<file path="src/rtl/wb_pkg.sv">
// Shared types for the register write-back queue: field widths and the queued entry.
package wb_pkg;

    localparam int SEL_W  = 4;
    localparam int DATA_W = 8;

    typedef struct packed {
        logic [SEL_W-1:0]  sel;
        logic [DATA_W-1:0] data;
    } wb_entry_t;

endpackage

</file>
<file path="src/rtl/wb_fifo_mem.sv">
// Entry storage for writeback_queue: one write port, one combinational read port.
// With WRITEBACK_QUEUE_FWD_EN defined it also exposes every entry plus per-entry valid bits.
module wb_fifo_mem
    import wb_pkg::*;
#(
    parameter int DEPTH = 4,
    parameter int AW    = $clog2(DEPTH)
) (
    input  logic                  clock,
    input  logic                  push,
    input  logic [AW-1:0]         push_ptr,
    input  wb_entry_t             push_entry,
    input  logic [AW-1:0]         pop_ptr,
    output wb_entry_t             head_entry
`ifdef WRITEBACK_QUEUE_FWD_EN
    ,
    input  logic                  clear,
    input  logic                  pop,
    output wb_entry_t [DEPTH-1:0] entries,
    output logic      [DEPTH-1:0] valid
`endif
);

    wb_entry_t mem_q [DEPTH];

    // NOTE: the array has no reset; pointers and occupancy decide which slots hold live data.
    always_ff @(posedge clock) begin
        if (push) begin
            mem_q[push_ptr] <= push_entry;
        end
    end

    assign head_entry = mem_q[pop_ptr];

`ifdef WRITEBACK_QUEUE_FWD_EN
    logic [DEPTH-1:0] valid_q, valid_d;

    always_comb begin
        valid_d = valid_q;
        if (pop) begin
            valid_d[pop_ptr] = 1'b0;
        end
        if (push) begin
            valid_d[push_ptr] = 1'b1;
        end
    end

    always_ff @(posedge clock) begin
        if (clear) begin
            valid_q <= '0;
        end else begin
            valid_q <= valid_d;
        end
    end

    always_comb begin
        for (int i = 0; i < DEPTH; i++) begin
            entries[i] = mem_q[i];
        end
    end

    assign valid = valid_q;
`endif

endmodule

</file>
<file path="src/rtl/writeback_queue.sv">
// writeback_queue: buffers register write-backs and drains at most one per cycle into the
// register file. Defining WRITEBACK_QUEUE_FWD_EN builds the youngest-pending-value lookup.
module writeback_queue
    import wb_pkg::*;
#(
    parameter int DEPTH = 4
) (
    input  logic                   clock,
    input  logic                   clear,
    input  logic                   in_valid,
    output logic                   in_ready,
    input  logic [SEL_W-1:0]       in_select,
    input  logic [DATA_W-1:0]      in_data,
    input  logic                   hold,
    output logic [SEL_W-1:0]       write_select,
    output logic                   write_enable,
    output logic [DATA_W-1:0]      write_data,
    output logic [$clog2(DEPTH):0] count,
    input  logic [SEL_W-1:0]       fwd_select,
    output logic                   fwd_hit,
    output logic [DATA_W-1:0]      fwd_data
);

    localparam int AW = $clog2(DEPTH);
    localparam int CW = AW + 1;

    logic [AW-1:0] wr_ptr_q, wr_ptr_d;
    logic [AW-1:0] rd_ptr_q, rd_ptr_d;
    logic [CW-1:0] count_q, count_d;
    wb_entry_t     out_q, out_d;
    logic          we_q, we_d;
    logic          push, pop;
    wb_entry_t     push_entry, head_entry;

    // Ready depends only on registered occupancy and clear, never on hold or in_valid.
    assign in_ready   = (count_q != CW'(DEPTH)) & ~clear;
    assign push       = in_valid & in_ready;
    assign pop        = (count_q != '0) & ~hold;
    assign push_entry = {in_select, in_data};

`ifdef WRITEBACK_QUEUE_FWD_EN
    wb_entry_t [DEPTH-1:0] mem_entries;
    logic      [DEPTH-1:0] mem_valid;
    logic      [AW-1:0]    scan_idx;
`endif

    wb_fifo_mem #(
        .DEPTH (DEPTH)
    ) u_mem (
        .clock      (clock),
        .push       (push),
        .push_ptr   (wr_ptr_q),
        .push_entry (push_entry),
        .pop_ptr    (rd_ptr_q),
        .head_entry (head_entry)
`ifdef WRITEBACK_QUEUE_FWD_EN
        ,
        .clear      (clear),
        .pop        (pop),
        .entries    (mem_entries),
        .valid      (mem_valid)
`endif
    );

    always_comb begin
        // NOTE: every _d takes its hold value first, so no path can leave it unassigned (no latch).
        wr_ptr_d = wr_ptr_q;
        rd_ptr_d = rd_ptr_q;
        count_d  = count_q;
        out_d    = out_q;
        we_d     = 1'b0;
        if (push) begin
            wr_ptr_d = wr_ptr_q + AW'(1);
        end
        if (pop) begin
            rd_ptr_d = rd_ptr_q + AW'(1);
            out_d    = head_entry;
            we_d     = 1'b1;
        end
        case ({push, pop})
            2'b10:   count_d = count_q + CW'(1);
            2'b01:   count_d = count_q - CW'(1);
            default: count_d = count_q;
        endcase
    end

    // NOTE: non-blocking assignments so every flop samples the pre-edge values of the others.
    always_ff @(posedge clock) begin
        if (clear) begin
            wr_ptr_q <= '0;
            rd_ptr_q <= '0;
            count_q  <= '0;
            out_q    <= '0;
            we_q     <= 1'b0;
        end else begin
            wr_ptr_q <= wr_ptr_d;
            rd_ptr_q <= rd_ptr_d;
            count_q  <= count_d;
            out_q    <= out_d;
            we_q     <= we_d;
        end
    end

    assign write_select = out_q.sel;
    assign write_data   = out_q.data;
    assign write_enable = we_q;
    assign count        = count_q;

`ifdef WRITEBACK_QUEUE_FWD_EN
    // The output stage is the oldest pending write; scanning oldest to youngest lets the last match win.
    always_comb begin
        fwd_hit  = 1'b0;
        fwd_data = '0;
        scan_idx = '0;
        if (we_q && (out_q.sel == fwd_select)) begin
            fwd_hit  = 1'b1;
            fwd_data = out_q.data;
        end
        for (int i = 0; i < DEPTH; i++) begin
            scan_idx = rd_ptr_q + AW'(i);
            if (mem_valid[scan_idx] && (mem_entries[scan_idx].sel == fwd_select)) begin
                fwd_hit  = 1'b1;
                fwd_data = mem_entries[scan_idx].data;
            end
        end
    end
`else
    logic unused_fwd_select;
    assign unused_fwd_select = ^fwd_select;
    assign fwd_hit           = 1'b0;
    assign fwd_data          = '0;
`endif

endmodule

</file>
<file path="config.mk">
export PLATFORM = sky130hd
export DESIGN_NAME = writeback_queue
export DESIGN_NICKNAME = d
export VERILOG_FILES = /design/src/rtl/wb_pkg.sv /design/src/rtl/wb_fifo_mem.sv /design/src/rtl/writeback_queue.sv
export SDC_FILE = /design/constraint.sdc
export NUM_CORES = 1
export LEC_CHECK = 0
export ABC_CLOCK_PERIOD_IN_PS = 3200
export CAP_MARGIN = 20
export CORE_MARGIN = 2
export CORE_UTILIZATION = 52
export DETAILED_ROUTE_END_ITERATION = 10
export GPL_TIMING_DRIVEN = 0
export PLACE_DENSITY = 0.78
export SETUP_SLACK_MARGIN = 0.02
export SYNTH_ARGS = -nofsm -noshare
export SYNTH_HDL_FRONTEND = slang
export SYNTH_HIERARCHICAL = 1
export SYNTH_SLANG_ARGS = --single-unit
export TNS_END_PERCENT = 50
</file>
<file path="constraint.sdc">
create_clock -name clock -period 3.2 [get_ports clock]
set_input_delay 0.64 -clock clock [delete_from_list [all_inputs] [get_ports clock]]
set_output_delay 0.64 -clock clock [all_outputs]
set_load 0.02 [all_outputs]
</file>
---- Yosys cells after proc, flatten, opt, wreduce, memory -nomap -nowiden ----
Memories as Yosys holds them, arrays and structs flattened. A register that Yosys moved wholly into a read port is not among the register bits.
Cells that the tools add are included.
storage, ports and cells
  memories ................................ 1
  word-level logic and storage cells ...... 23
  bits of input ports ..................... 20
  flip-flop bits (word level) ............. 8
  RAM bits ................................ 48
operators by class
  equal/unequal tests ..................... 3
  add/sub/neg operators ................... 4
  multiplexer cells ....................... 4
  reduce and logical (&&, ||, !) cells .... 2
  bitwise gates (word level) .............. 5
memories
  name         depth  width  read ports  clocked after memory_dff  wr ports  RTL line           source
  u_mem.mem_q  4      12     1           1                         1         wb_fifo_mem.sv:24  wb_entry_t mem_q [DEPTH];
operators by type and width
  operator                                                             count
  3-bit one-hot mux with 2 select lines                                1
  2-bit by 1-bit adder with 2-bit output (second input constant)       2
  3-bit by 1-bit adder with 3-bit output (second input constant)       1
  1-bit bitwise AND                                                    3
  1-bit two-way mux                                                    3
  3-bit inequality test (second input constant)                        1
  3-bit nonzero test                                                   1
  3-bit by 1-bit subtractor with 3-bit output (second input constant)  1
  2-bit by 1-bit == test with 1-bit output (second input constant)     1
  2-bit == test (second input constant)                                1
  1-bit NOT                                                            2
  2-bit nonzero test                                                   1

---- Depth between registers and ports, before layout ----
Gate-level depths: netlist of run 1.
  word-level depth ........................ 5
  gate-level depth with buffers ........... 9
  mapped depth without buffers ............ 9

---- Modules after synthesis ----
Netlist of run 1, hierarchy kept.
modules (own cells, without submodules)
  module           seq. area each (µm²)  area each (µm²)  instances  cells an instance
  wb_fifo_mem      1441.4                1766.7           1          66
  writeback_queue  400.4                 1028.5           1          107

---- Least setup slack after synthesis of run 1 ----
OpenSTA, ideal clock, no wires.
  kind .................................... input -> register
  start ................................... input clear
  end ..................................... memory u_mem/mem_q[0][0] (netlist bit) (enable)
  data required time ...................... 2.801 ns
  arrival ................................. 2.081 ns
  setup slack ............................. 0.720 ns
  path buffers ............................ 2
  library setup time ...................... 0.399 ns
  stages on the path ...................... 4
  path through ............................ buf_2 buf_2 nor2_1 nor3b_1
on the way
  cells in the longest elaborated chain, start to end .. 5
RTL lines
  item                                     RTL line               source
  start, declared                          writeback_queue.sv:9   input logic clear,
  1-bit NOT                                writeback_queue.sv:36  assign in_ready = (count_q != CW'(DEPTH)) & ~clear;
  1-bit bitwise AND                        writeback_queue.sv:36
  1-bit bitwise AND                        writeback_queue.sv:37  assign push = in_valid & in_ready;
  net push                                 writeback_queue.sv:32  logic push, pop;
  1-bit two-way mux                        wb_fifo_mem.sv:28      if (push) begin
  1-bit two-way mux (not written as such)  wb_fifo_mem.sv:29      mem_q[push_ptr] <= push_entry;
  end, declared                            wb_fifo_mem.sv:24
The timed path passes the listed nets, and every way through them passes these cells.

---- Final worst setup path of run 1 ----
  start ................................... input hold
  end ..................................... register count_q[2], in the netlist count[2]
on the way
  cells in the longest elaborated chain, start to end .. 4
RTL lines
  item                                                                         RTL line               source
  start, declared                                                              writeback_queue.sv:14  input logic hold,
  1-bit NOT (*)                                                                writeback_queue.sv:38  assign pop = (count_q != '0) & ~hold;
  1-bit bitwise AND (*)                                                        writeback_queue.sv:38
  net pop                                                                      writeback_queue.sv:32
  2-bit by 1-bit == test with 1-bit output or 2-bit == test (tied branches)    writeback_queue.sv:80  case ({push, pop})
  3-bit one-hot mux with 2 select lines or 2-bit nonzero test (tied branches)  -
  end signal, assigned                                                         writeback_queue.sv:98  count_q <= count_d;
  end, declared                                                                writeback_queue.sv:29  logic [CW-1:0] count_q, count_d;
The timed path passes the listed nets; every way through them passes the cells marked *.
A chain may end at the register's enable or synchronous reset.

==> metrics.md, run 1 <==
| Metric | Value |
|---|---|
| Outcome | `finished, final reports clean` |
| Post-CTS setup repair buffer count | `0` |
| Chip width | `77.3 um` |
| Worst-case hold slack | `0.472 ns` |
| Synthesis-to-finish area growth | `23.6%` |
| CP Data Required Time | `3.47 ns` |
| Library cell occupying the most area in the post-synthesis netlist | `edfxtp_1` |
| Yosys cell types | `31` |
| CTS H-tree depth | `3` |
| Total number of placement rows | `26` |
| CTS tree | `yes` |
| Synthesis warning total | `6` |
| Slowest cell delay on critical path | `0.49 ns` |
| Number of instances in the synthesized netlist | `173` |
| Library cell contributing the largest single delay on the critical path | `clkdlybuf4s50_1` |
| Total routing usage reported by global routing | `0.164` |
| Number of sinks driven by the clock tree | `68` |
| Cell leakage power | `1.20 nW` |
| Initial DRC Count | `56` |
| I/O pin count | `46` |
| Total number of nets in the final design | `246` |
| Remaining antenna violation count after routing | `0` |
| Worst clock skew | `0.00836 ns` |
| Input/output buffers | `31` |
| Crit. End Element | `flip-flop` |
| Final routed wire length divided by cell count | `14.8 um` |
| Via count of the first global-routing pass | `1,483` |
| Kind of path behind the tightest hold check | `flip-flop to flip-flop` |
| Starting Density | `0.544` |
| Number of buffers on the longest clock path | `2` |
| Category of the most critical setup path | `input pin to flip-flop` |
| Critical path arrival | `2.82 ns` |
| Proportion of synthesized flip-flops having asynchronous set or reset | `0` |
| Total vias in the final route | `1,464` |
| Share of the core filled with cells | `0.672` |
| Most instantiated flip-flop cell in the synthesis netlist | `edfxtp_1` |
| Cell Area, Synth | `2800 sq um` |
| Top cells by instance count after synthesis | `48 x edfxtp_1, 24 x nand2b_1, 20 x dfxtp_1` |
| Number of antenna violations at the first check in global routing | `0` |
| Final hold violation count | `0` |
| Remaining max-slew budget at the tightest pin | `0.548` |
| Worst setup SP type | `input pin` |
| Global-route track usage on met1 | `0.198` |
| Routability Congestion | `0.754` |
| Power per cell area | `736 nW/um^2` |
| Final period util | `0.797` |
| Floorplan Core Area | `5140 sq um` |
| Number of search-and-repair iterations in the first detailed-routing pass | `4` |
| CP bufs+invs | `3` |
| Final Slew Violations | `0` |
| Setup violation total in the final timing report | `0` |
| Global-route congestion overflow total | `0` |
| Worst Max-Slew Pin Slew | `0.679 ns` |
| Inst Count DP | `283` |
| Maximum number of pins on one net before global-route repair | `13` |
| Crit path time final | `2.55 ns` |
| Number of diodes added for antenna fixing | `0` |
| CTS clock-pin slew for the worst setup and hold paths | `0.07 ns` |
| Hold-fix buffers at CTS | `0` |
| Largest driver fanout on the critical path | `10` |
| Post-synth top area share | `0.516` |
| Average cell area after synthesis | `16.2 sq um` |
| Global Route met3 Usage | `0.0376` |
| RSZ-0062 raised after global routing | `false` |
| Number of storage elements in the synthesis netlist | `68` |
| Post-Route WL | `4.43 mm` |
| HPWL after detailed placement | `2.94 mm` |
| Crit path cell chain | `clkdlybuf4s50_1 > nor2_4 > buf_6 > ha_1 > inv_1 > fa_1 > xor2_1 > or3_1 > a21oi_1` |
| Die Outline Area | `5980 sq um` |
| Global-route wire length before repair | `7.24 mm` |
| Drc violations | `0` |
| Part of the Yosys area used for sequential elements | `0.659` |
| Root Driver | `clkbuf_8` |
| Number of enable-type register cells in the synthesized netlist | `48` |
| Filler Cell Count | `391` |
| Vias per Instance | `4.90` |
| Post-cts sizing count | `0` |
| Final standard cell count with taps included and fillers excluded | `299` |
| Clock latency on the worst-skew pair | `0.34 ns` |
| Kind of cell adding the most delay to the critical path | `buffers and inverters` |
| Number of buffers created by CTS | `9` |
| Dominant cell by count in the synthesized netlist | `edfxtp_1` |
| Routing layer with the top usage in global route | `met2` |
| Max capacitance violation total | `0` |
| Height of the chip | `77.3 um` |
| Met2 GRT Util | `0.270` |
| Worst vdd rail ir drop | `0.475 mV` |
| Top area cells in the synthesized netlist | `edfxtp_1 52%, dfxtp_1 14%, mux4_2 8.1%` |
| Share of cells above drive strength 1 | `0.214` |
| Max frequency | `0.392 GHz` |
[worst min-delay path, stage by stage (launching register included)]
cell	delay (ns)
dfxtp_1	0.31
nand2b_1	0.06
mux2i_1	0.06
[final cells by class]
cell class                 count  area [sq um]  share of cell area
tap                           70          87.6              0.0253
inverter                       3          11.3             0.00326
buffer                        16           113              0.0326
sequential                    68          1840               0.533
clock inverter                 5          75.1              0.0217
multi-input combinational     94           865               0.250
clock buffer                  11           141              0.0409
timing repair buffer          32           322              0.0930
[path summary, 6_finish.rpt]
kind,start,to,slack [ns],depth (start not counted)
worst max-delay path,hold,count[2],0.65,9
worst min-delay path,write_data[6],write_data[6],0.47,2
worst max register to register,count[2],count[2],0.92,9
worst min register to register,write_data[6],write_data[6],0.47,2
[routing by layer]
metal  up-vias  wire length (um)  part of all wire
met5         -                 0                 0
met4         0                92             0.021
met3         8               162             0.037
met2        35              2250              0.51
met1       701              1920              0.43
li1        720                 -                 -
[power breakdown]
part	leakage, nW	total [mW]	switching (mW)	internal, mW
registers	0.599	1.11	0.0703	1.04
clock network	0.113	0.759	0.303	0.456
logic	0.491	0.676	0.321	0.356
[flip-flops by register name (all words and copies together) (netlist names)]
signal and cells:
write_data 8, wr_ptr_q 2, rd_ptr_q 2, count 3, u_mem/mem_q 48, write_enable 1
write_select 4
[through the flow]
step | setup slack [ns] | area (sq um) | setup TNS, ns | total power, mW
2_1_floorplan | 0.720 | 2830 | 0 | 1.59
3_3_place_gp | -0.198 | 3220 | -2.37 | 1.79
3_5_place_dp | 0.303 | 3240 | 0 | 1.81
4_1_cts | 0.655 | 3460 | 0 | 2.57
5_1_grt | 0.549 | 3460 | 0 | 2.67
6_report | 0.649 | 3460 | 0 | 2.54
[kinds of logic (layout without fill, tap and decap cells)]
family | after synthesis | count (layout) | share of synthesized area
AO/OA/AOI/OAI | 5 | 5 | 0.00895
XOR/XNOR | 2 | 2 | 0.00627
adder cells (fa/ha/maj) | 2 | 2 | 0.0116
buffers and inverters | 19 | 67 | 0.0443
flip-flops | 68 | 68 | 0.659
multiplexers | 27 | 27 | 0.154
other | 1 | 9 | 0.00134
AND/OR/NAND/NOR | 49 | 49 | 0.114
[layout by cell type, fill, tap and decap left out, types with 8 or more instances in the layout]
| master | n |
|---|---|
| dfxtp_1 | 20 |
| mux2i_1 | 12 |
| conb_1 | 9 |
| nand2b_1 | 24 |
| edfxtp_1 | 48 |
| buf_4 | 9 |
| mux4_2 | 10 |
| clkdlybuf4s50_1 | 31 |
| clkbuf_8 | 10 |
| nor2_1 | 8 |
Power figures use the tool's default switching activity.
==> run 2, diff against run 1 <==
--- a/config.mk
+++ b/config.mk
@@ -5,7 +5,7 @@
 export SDC_FILE = /design/constraint.sdc
 export NUM_CORES = 1
 export LEC_CHECK = 0
-export ABC_CLOCK_PERIOD_IN_PS = 3200
+export ABC_CLOCK_PERIOD_IN_PS = 2700
 export CAP_MARGIN = 20
 export CORE_MARGIN = 2
 export CORE_UTILIZATION = 52
==> constraint.sdc (replaced) <==
create_clock -name clock -period 2.7 [get_ports clock]
set_input_delay 0.54 -clock clock [delete_from_list [all_inputs] [get_ports clock]]
set_output_delay 0.54 -clock clock [all_outputs]
set_load 0.02 [all_outputs]
==> results of run 2 <==
The final DEF is identical to that of run 1. Status: finished, final reports clean.
Among the figures that moved: setup slack after placement 0.303 ns -> -0.0969 ns; setup slack after layout 0.649 ns -> 0.249 ns; register-to-register setup slack 0.92 ns -> 0.42 ns; total power 2.54 mW -> 3.02 mW; worst IR drop on VDD 0.475 mV -> 0.563 mV
==> run 3, diff against run 2 <==
--- a/config.mk
+++ b/config.mk
@@ -5,16 +5,16 @@
 export SDC_FILE = /design/constraint.sdc
 export NUM_CORES = 1
 export LEC_CHECK = 0
-export ABC_CLOCK_PERIOD_IN_PS = 2700
 export CAP_MARGIN = 20
 export CORE_MARGIN = 2
-export CORE_UTILIZATION = 52
+export CORE_UTILIZATION = 60
 export DETAILED_ROUTE_END_ITERATION = 10
+export DONT_BUFFER_PORTS = 1
 export GPL_TIMING_DRIVEN = 0
-export PLACE_DENSITY = 0.78
+export PLACE_DENSITY = 0.76
 export SETUP_SLACK_MARGIN = 0.02
 export SYNTH_ARGS = -nofsm -noshare
 export SYNTH_HDL_FRONTEND = slang
 export SYNTH_HIERARCHICAL = 1
 export SYNTH_SLANG_ARGS = --single-unit
-export TNS_END_PERCENT = 50
+export TNS_END_PERCENT = 5
==> run 3 against run 2 <==
Clock skew is 0.0031 ns lower. First-iteration DRC count fell by 16%. Fmax shrank 1.3%. Setup slack worse by 0.034 ns. Largest cell class unchanged. Highest routed layer unchanged.
==> metrics.md, run 3 (synthesis results as in run 1) <==
| Metric | Value |
|---|---|
| Critical path arrival | `2.75 ns` |
| Number of buffers created by CTS | `9` |
| Total number of placement rows | `24` |
| CTS H-tree depth | `3` |
| Power per cell area | `883 nW/um^2` |
| Floorplan Core Area | `4410 sq um` |
| CP Data Required Time | `2.97 ns` |
| Drc violations | `0` |
| Clock latency on the worst-skew pair | `0.34 ns` |
| HPWL after detailed placement | `3.09 mm` |
| Global-route wire length before repair | `6.95 mm` |
| Total routing usage reported by global routing | `0.190` |
| Number of instances on the worst hold path | `1` |
| Vias per Instance | `5.50` |
| FF/Latch Area | `1840 sq um` |
| Root Driver | `clkbuf_8` |
| Most frequent cells in the layout | `48 x edfxtp_1, 24 x nand2b_1, 20 x dfxtp_1` |
| Starting Density | `0.633` |
| CTS clock-pin slew for the worst setup and hold paths | `0.07 ns` |
| Crit. End Element | `flip-flop` |
| I/O pin count | `46` |
| Remaining antenna violation count after routing | `0` |
| Max FFs per register | `48` |
| Worst R2R Path Depth | `9` |
| Share of cells above drive strength 1 | `0.253` |
| Worst R2R End | `count[2]` |
| Worst Max-Slew Pin Slew | `0.629 ns` |
| Timing startpoint of the critical path | `count[2]` |
| Routability Congestion | `0.723` |
| Largest driver fanout on the critical path | `5` |
| Kind of path behind the tightest hold check | `input pin to flip-flop` |
| Hold-fix buffers at CTS | `0` |
| Worst Slack Setup Final | `0.216 ns` |
| Total number of nets in the final design | `215` |
| Outcome | `finished, final reports clean` |
| Number of buffers on the longest clock path | `2` |
| Worst setup SP type | `flip-flop` |
| Share of the core filled with cells | `0.701` |
| Worst vdd rail ir drop | `0.596 mV` |
| Number of antenna violations at the first check in global routing | `0` |
| Post-Route WL | `4.40 mm` |
| Remaining max-slew budget at the tightest pin | `0.580` |
| Capture point of the critical path | `count[2]` |
| Crit path time final | `2.48 ns` |
| Total vias in the final route | `1,376` |
| Final routed wire length divided by cell count | `17.6 um` |
| Synthesis-to-finish area growth | `10.7%` |
| Category of the most critical setup path | `flip-flop to flip-flop` |
| Cell leakage power | `1.07 nW` |
| Number of diodes added for antenna fixing | `0` |
| CTS tree | `yes` |
| Final Slew Violations | `0` |
| Setup violation total in the final timing report | `0` |
| Global-route congestion overflow total | `0` |
| Number of sinks driven by the clock tree | `68` |
| Worst clock skew | `0.00522 ns` |
| Worst Setup Slack post-DPL | `0.222 ns` |
| Height of the chip | `72.3 um` |
| Post-CTS setup repair buffer count | `0` |
| Worst reg2reg path startpoint | `count[2]` |
| Filler Cell Count | `292` |
| Final hold violation count | `0` |
| Maximum number of pins on one net before global-route repair | `13` |
| Post-cts sizing count | `0` |
| Chip width | `72.3 um` |
| R2R Setup Slk | `0.22 ns` |
| Area used by multi-input combinational logic | `865 sq um` |
| Die Outline Area | `5220 sq um` |
| Register bank with the most flops | `u_mem/mem_q` |
| Input/output buffers | `0` |
| Leading cell type in the layout, fill and taps excluded | `edfxtp_1` |
| Initial DRC Count | `47` |
| Final period util | `0.920` |
| Number of search-and-repair iterations in the first detailed-routing pass | `4` |
| RSZ-0062 raised after global routing | `false` |
| Max frequency | `0.403 GHz` |
| Max capacitance violation total | `0` |
| Via count of the first global-routing pass | `1,436` |
[run 3: cell count changes in the layout (fill, tap and decap cells not counted), sizes merged]
cell	previous run	this run
clkinvlp	0	1
bufinv	2	0
clkbuf	13	14
clkdlybuf4s50	31	0
[run 3: layout make-up]
class,instances,share of cell area
buffer,16,0.0364
timing repair buffer,1,0.00364
clock buffer,12,0.0534
clock inverter,4,0.00728
tap,52,0.0210
multi-input combinational,94,0.279
sequential,68,0.595
inverter,3,0.00364
[run 3: worst min path at each step]
stage / startpoint / endpoint / slack (ns)
after floorplan: wr_ptr_q[1] / wr_ptr_q[1] / 0.48
after global routing: hold / write_enable / 0.25
after detailed placement: wr_ptr_q[1] / wr_ptr_q[1] / 0.54
after CTS: hold / write_enable / 0.26
final: hold / write_enable / 0.27
after global placement: wr_ptr_q[1] / wr_ptr_q[1] / 0.50
[run 3: critical path: stages (launching register included)]
cell,delay [ns]
dfxtp_1,0.55
nor3b_2,0.33
nand2b_4,0.19
or2_2,0.10
ha_1,0.18
inv_1,0.06
fa_1,0.38
xor2_1,0.16
or3_1,0.30
a21oi_1,0.17
[run 3: per-stage QoR]
stage | hold WS, ns | TNS, ns | std cells | area [sq um] | power (mW)
6_report | 0.271 | 0 | 250 | 3090 | 2.73
5_1_grt | 0.252 | 0 | 250 | 3090 | 2.86
4_1_cts | 0.258 | 0 | 250 | 3090 | 2.76
3_5_place_dp | 0.544 | 0 | 234 | 2910 | 2.01
3_3_place_gp | 0.500 | -3.63 | 233 | 2890 | 1.97
2_1_floorplan | 0.484 | 0 | 181 | 2830 | 1.88
[run 3: power by group]
group	internal, mW	switching [mW]
Clock	0.403	0.355
Combinational	0.293	0.272
Sequential	1.23	0.177
[run 3: metal layers]
metal / routed length, um / global-route usage / vias to the layer above
met4: 104 / 0.107 / 0
met2: 2180 / 0.301 / 45
met1: 1820 / 0.223 / 668
met5: 0 / 0 / -
li1: - / - / 654
met3: 299 / 0.0708 / 9
